**config.mk**
```make
export PLATFORM = sky130hd
export DESIGN_NAME = phase_sequencer
export DESIGN_NICKNAME = d
export VERILOG_FILES = /design/src/rtl/phase_sequencer.sv
export SDC_FILE = /design/constraint.sdc
export NUM_CORES = 1
export LEC_CHECK = 0
export CAP_MARGIN = 15
export CORE_MARGIN = 4
export CORE_UTILIZATION = 52
export DETAILED_ROUTE_END_ITERATION = 8
export PLACE_DENSITY = 0.79
export SETUP_SLACK_MARGIN = 0.05
export SLEW_MARGIN = 0
export SYNTH_ARGS = -nofsm -noshare
export SYNTH_HDL_FRONTEND = slang
export SYNTH_SLANG_ARGS = --single-unit
```
**constraint.sdc**
```tcl
create_clock -name clk -period 2.6 [get_ports clk]
set_input_delay 0.52 -clock clk [delete_from_list [all_inputs] [get_ports clk]]
set_output_delay 0.52 -clock clk [all_outputs]
set_load 0.03 [all_outputs]
```
**src/rtl/phase_sequencer.sv**
```systemverilog
// Tick-driven phase sequencer: steps through NUM_PHASES phases, DWELL_TICKS tick rises each.
// Optional macro PHASE_SEQ_LOOP_EN: wrap to phase 0 after the last phase instead of stopping.
module phase_sequencer #(
    parameter int NUM_PHASES  = 4,
    parameter int DWELL_WIDTH = 4,
    parameter int DWELL_TICKS = 3
) (
    input  logic                          clk,
    input  logic                          reset,
    input  logic                          tick,
    input  logic                          start,
    input  logic                          stop,
    output logic                          busy,
    output logic [NUM_PHASES-1:0]         phase,
    output logic [$clog2(NUM_PHASES)-1:0] phase_idx,
    output logic                          done
);
    localparam int IDX_W = $clog2(NUM_PHASES);
    localparam logic [DWELL_WIDTH-1:0] DWELL_LAST = DWELL_WIDTH'(DWELL_TICKS - 1);
    localparam logic [IDX_W-1:0]       IDX_LAST   = IDX_W'(NUM_PHASES - 1);

    typedef enum logic [1:0] {
        IDLE = 2'd0,
        RUN  = 2'd1,
        DONE = 2'd2
    } state_t;

    state_t                 state_reg;
    logic                   tick_q;
    logic [DWELL_WIDTH-1:0] dwell_reg;
    logic                   tick_rise;
    logic [IDX_W-1:0]       idx_inc;
    logic [NUM_PHASES-1:0]  phase_inc;

    assign tick_rise = tick & ~tick_q;
    assign idx_inc   = phase_idx + IDX_W'(1);

    // One-hot of the following phase, ready for the registered phase bus.
    generate
        for (genvar gi = 0; gi < NUM_PHASES; gi++) begin : g_decode
            assign phase_inc[gi] = (idx_inc == IDX_W'(gi));
        end
    endgenerate

    always_ff @(posedge clk) begin
        if (!reset) begin
            state_reg <= IDLE;
            tick_q    <= 1'b0;
            dwell_reg <= '0;
            phase_idx <= '0;
            busy      <= 1'b0;
            phase     <= '0;
            done      <= 1'b0;
        end else begin
            // The edge detector runs in every state so a tick already high at start is not counted.
            tick_q <= tick;
            done   <= 1'b0;
            case (state_reg)
                IDLE: begin
                    busy      <= 1'b0;
                    phase     <= '0;
                    phase_idx <= '0;
                    dwell_reg <= '0;
                    if (start && !stop) begin
                        state_reg <= RUN;
                        busy      <= 1'b1;
                        phase     <= NUM_PHASES'(1);
                    end
                end
                RUN: begin
                    if (stop) begin
                        state_reg <= IDLE;
                        busy      <= 1'b0;
                        phase     <= '0;
                        phase_idx <= '0;
                        dwell_reg <= '0;
                    end else if (tick_rise) begin
                        if (dwell_reg == DWELL_LAST) begin
                            dwell_reg <= '0;
                            if (phase_idx != IDX_LAST) begin
                                phase_idx <= idx_inc;
                                phase     <= phase_inc;
                            end else begin
                                done      <= 1'b1;
                                phase_idx <= '0;
`ifdef PHASE_SEQ_LOOP_EN
                                phase     <= NUM_PHASES'(1);
`else
                                state_reg <= DONE;
                                busy      <= 1'b0;
                                phase     <= '0;
`endif
                            end
                        end else begin
                            dwell_reg <= dwell_reg + DWELL_WIDTH'(1);
                        end
                    end
                end
                DONE: begin
                    state_reg <= IDLE;
                    busy      <= 1'b0;
                    phase     <= '0;
                    phase_idx <= '0;
                    dwell_reg <= '0;
                end
                default: begin
                    state_reg <= IDLE;
                    busy      <= 1'b0;
                    phase     <= '0;
                    phase_idx <= '0;
                    dwell_reg <= '0;
                end
            endcase
        end
    end
endmodule

```
==> results.tsv <==
stage	metric	value	unit
synth	Synth Instances	73	
cts	latest clock arrival within the worst-skew pair	0.29	ns
floorplan	I/O pin count	13	
floorplan	cell row count	13	
synth	Seq cells post-synth	15	
critical_path	CP cell instances	clkdlybuf4s50_1	
critical_path	Critical path destination	phase_idx[1]	
grt	vias in the first global route	556	
cts	TritonCTS buffer count	3	
synth	Synth Area in Compound Gates	16.5	%
cts	Max Buffers Root-to-Sink	2	
grt	largest net degree at the start of global routing	12	
critical_path	Largest delay share family, worst path	buffers and inverters	
grt	first-pass GRT wire length	2390	um
timing	hold_ws	0.484	ns
critical_path	Worst Setup End Kind	output pin	
route	routed length per placed instance	13.6	um
route	DR vias/cell	5.76	
floorplan	Core Footprint	0.00128	sq mm
power_and_ir_drop	worst vdd ir	315	uV
route	Total Routed Length	1370	um
run_status	status	completed	
synth	Netlist cell types	27	
critical_path	kind of critical path	reg -> out	
critical_path	CP max-delay cell	clkdlybuf4s50_1	
cts	PostCTS Resize Cnt	0	
critical_path	Reg2Reg Launch Point	dwell_reg[1]	
route	routed via count	582	
place	Final HPWL DP	970	um
timing	Final Hold Fails	0	
critical_path	Arr. time, crit path	1.45	ns
synth	multiplexer share of the synthesized area	0	%
floorplan	DIE AREA	0.00201	sq mm
layout	layout cell share with drive strength beyond 1	11.6	%
critical_path	startpoint types	register	
cts	root buf cell	clkbuf_4	
route	Pre-antenna DRT Iters	2	
floorplan	die height	44.8	um
cts	CTS tree	built	
timing	min cycle time layout	1.97	ns
place	IO Port Bufs	12	
synth	Syn Std Cell Area	704	sq um
floorplan	chip width	44.8	um
timing	setup_tns	0	ns
critical_path	CP bufs+invs	1	
layout	# fillers	117	
critical_path	r2r setup slk	1.25	ns
critical_path	total number of cells along the worst setup path	1	
timing	Worst Skew	0.00429	ns
layout	Net count, final	97	
critical_path	number of cells on the worst reg-to-reg path	3	
synth	sequential area share after synthesis	42.6	%
critical_path	CP peak stage delay	0.71	ns
layout	diodes inserted	0	
worst_hold_path	HP Class	reg -> reg	
critical_path	CP max FO	6	
cts	CTS Sinks	15	
critical_path	Req. time, crit path	2.08	ns
cts	CTS Hold Bufs	0	
synth	simple-gate share of the synthesized area	25.6	%
critical_path	critical path startpoint	phase_idx[1]	
timing	Max Transition Viols Final	0	
cts	Post-CTS Setup Bufs	0	
timing	RSZ-0062 raised after global routing	no	
grt	GR Overflow Total	0	
timing	Worst Tran Pin Value	0.487	ns
route	Initial DRC Count	7	
synth	synth warn	0	
power_and_ir_drop	PwrDens	470	mW/mm^2
route	post-route ant nets	0	
synth	Avg Synthesized Cell Area	9.65	sq um
layout	Area Overhead vs Synth	20.6	%
synth	Post-Synth XOR/XNOR Area	1.24	%
grt	initial antenna violation count	0	
job	Max-cap violations	0	
cts	clk slew on worst S/H paths	0.10	ns
route	DRC Markers	0	
timing	Setup violations, final	0	
power_and_ir_drop	Pleak	0.278	nW
timing	Max-slew headroom	67.4	%
place	routability cong.	0.831	
critical_path	FF-to-FF End	phase_idx[0]	
cts	H-tree Lvls	1	
synth	Syn Nets	83	
timing	Fmax	509	MHz
floorplan	Initial Utilization	54.8	%
synth	main combinational cell family by area after synthesis	simple AND/OR/NAND/NOR gates	
grt	Total GRT Usage	16.3	%
timing	post-route clock period utilization	75.6	%
synth	adder-cell share of the synthesized area	8.88	%
## how the worst min path moves through the flow
stage               end  depth (start not counted)         start
6_report           busy                          2          busy
2_1_floorplan  phase[0]                          1  state_reg[0]
3_5_place_dp       busy                          2          busy
5_1_grt            busy                          2          busy
3_3_place_gp       busy                          2          busy
4_1_cts            busy                          2          busy
## report_power, final
group	switching [mW]	internal [mW]	leakage, nW	total [mW]
combinational	0.0148	0.0131	0.139	0.0279
clock	0.0786	0.0572	0.0177	0.136
sequential	0.00267	0.233	0.122	0.235
## cells in the final DEF, fill, tap and decap left out, types with 2 or more instances in the layout
cell and count:
clkbuf_4 3, nor4_2 2, dfxtp_1 15, inv_1 4, a21oi_1 8, o21ai_0 2
ha_1 5, nor3b_2 3, o21ai_1 7, nand3_1 5, nand4_1 2, nand2_1 2
or3b_1 2, clkdlybuf4s50_1 12
## per-stage QoR
stage          setup slack [ns]  total power, mW  cell area, sq um  util (%)  std cells
2_1_floorplan              1.28            0.257               704         -         73
3_3_place_gp              0.646            0.268               822      64.0         97
3_5_place_dp              0.596            0.269               822      64.0         97
4_1_cts                   0.643            0.398               850      66.1        101
5_1_grt                   0.604            0.408               850      66.1        101
6_report                  0.633            0.399               850      66.1        101
## synth_stat cells
cell type	count	area, sq um
a21oi_1	8	40.0
a311oi_1	1	8.76
a31oi_1	1	6.26
a41oi_1	1	8.76
and2_1	1	6.26
buf_2	2	10.0
buf_6	1	11.3
dfxtp_1	15	300
ha_1	5	62.6
inv_1	4	15.0
nand2_1	2	7.51
nand2b_1	1	6.26
nand3_1	5	25.0
nand3b_1	1	7.51
nand4_1	2	12.5
nand4b_1	1	8.76
nor2_1	1	3.75
nor2b_1	1	6.26
nor3_2	1	10.0
nor3b_2	3	37.5
nor4_2	2	25.0
o21ai_0	2	10.0
o21ai_1	7	35.0
o21bai_1	1	7.51
or3_1	1	6.26
or3b_1	2	17.5
xnor2_1	1	8.76
## layout make-up
type                            instances  area (sq um)  area share, %
Clock inverter                          1          5.00          0.589
Tap cell                               15          18.8           2.21
Timing Repair Buffer                   12           120           14.1
Sequential cell                        15           300           35.3
Clock buffer                            3          22.5           2.65
Multi-Input combinational cell         51           368           43.3
Inverter                                4          15.0           1.77
## per-layer routing
layer / wire [um] / track usage (%) / up-vias
li1: - / - / 289
met1: 659 / 20.4 / 274
met2: 596 / 24.9 / 15
met3: 91 / 4.78 / 4
met4: 24 / 9.36 / 0
met5: 0 / 0 / -
## kinds of logic after synthesis
logic type | Yosys count
DFF | 15
adders and majority gates | 5
AOI/OAI and AO/OA | 21
buffers and inverters | 7
xor gates and xnor gates | 1
and+or+nand+nor | 24
No activity file was read; power rests on OpenSTA's default activity.
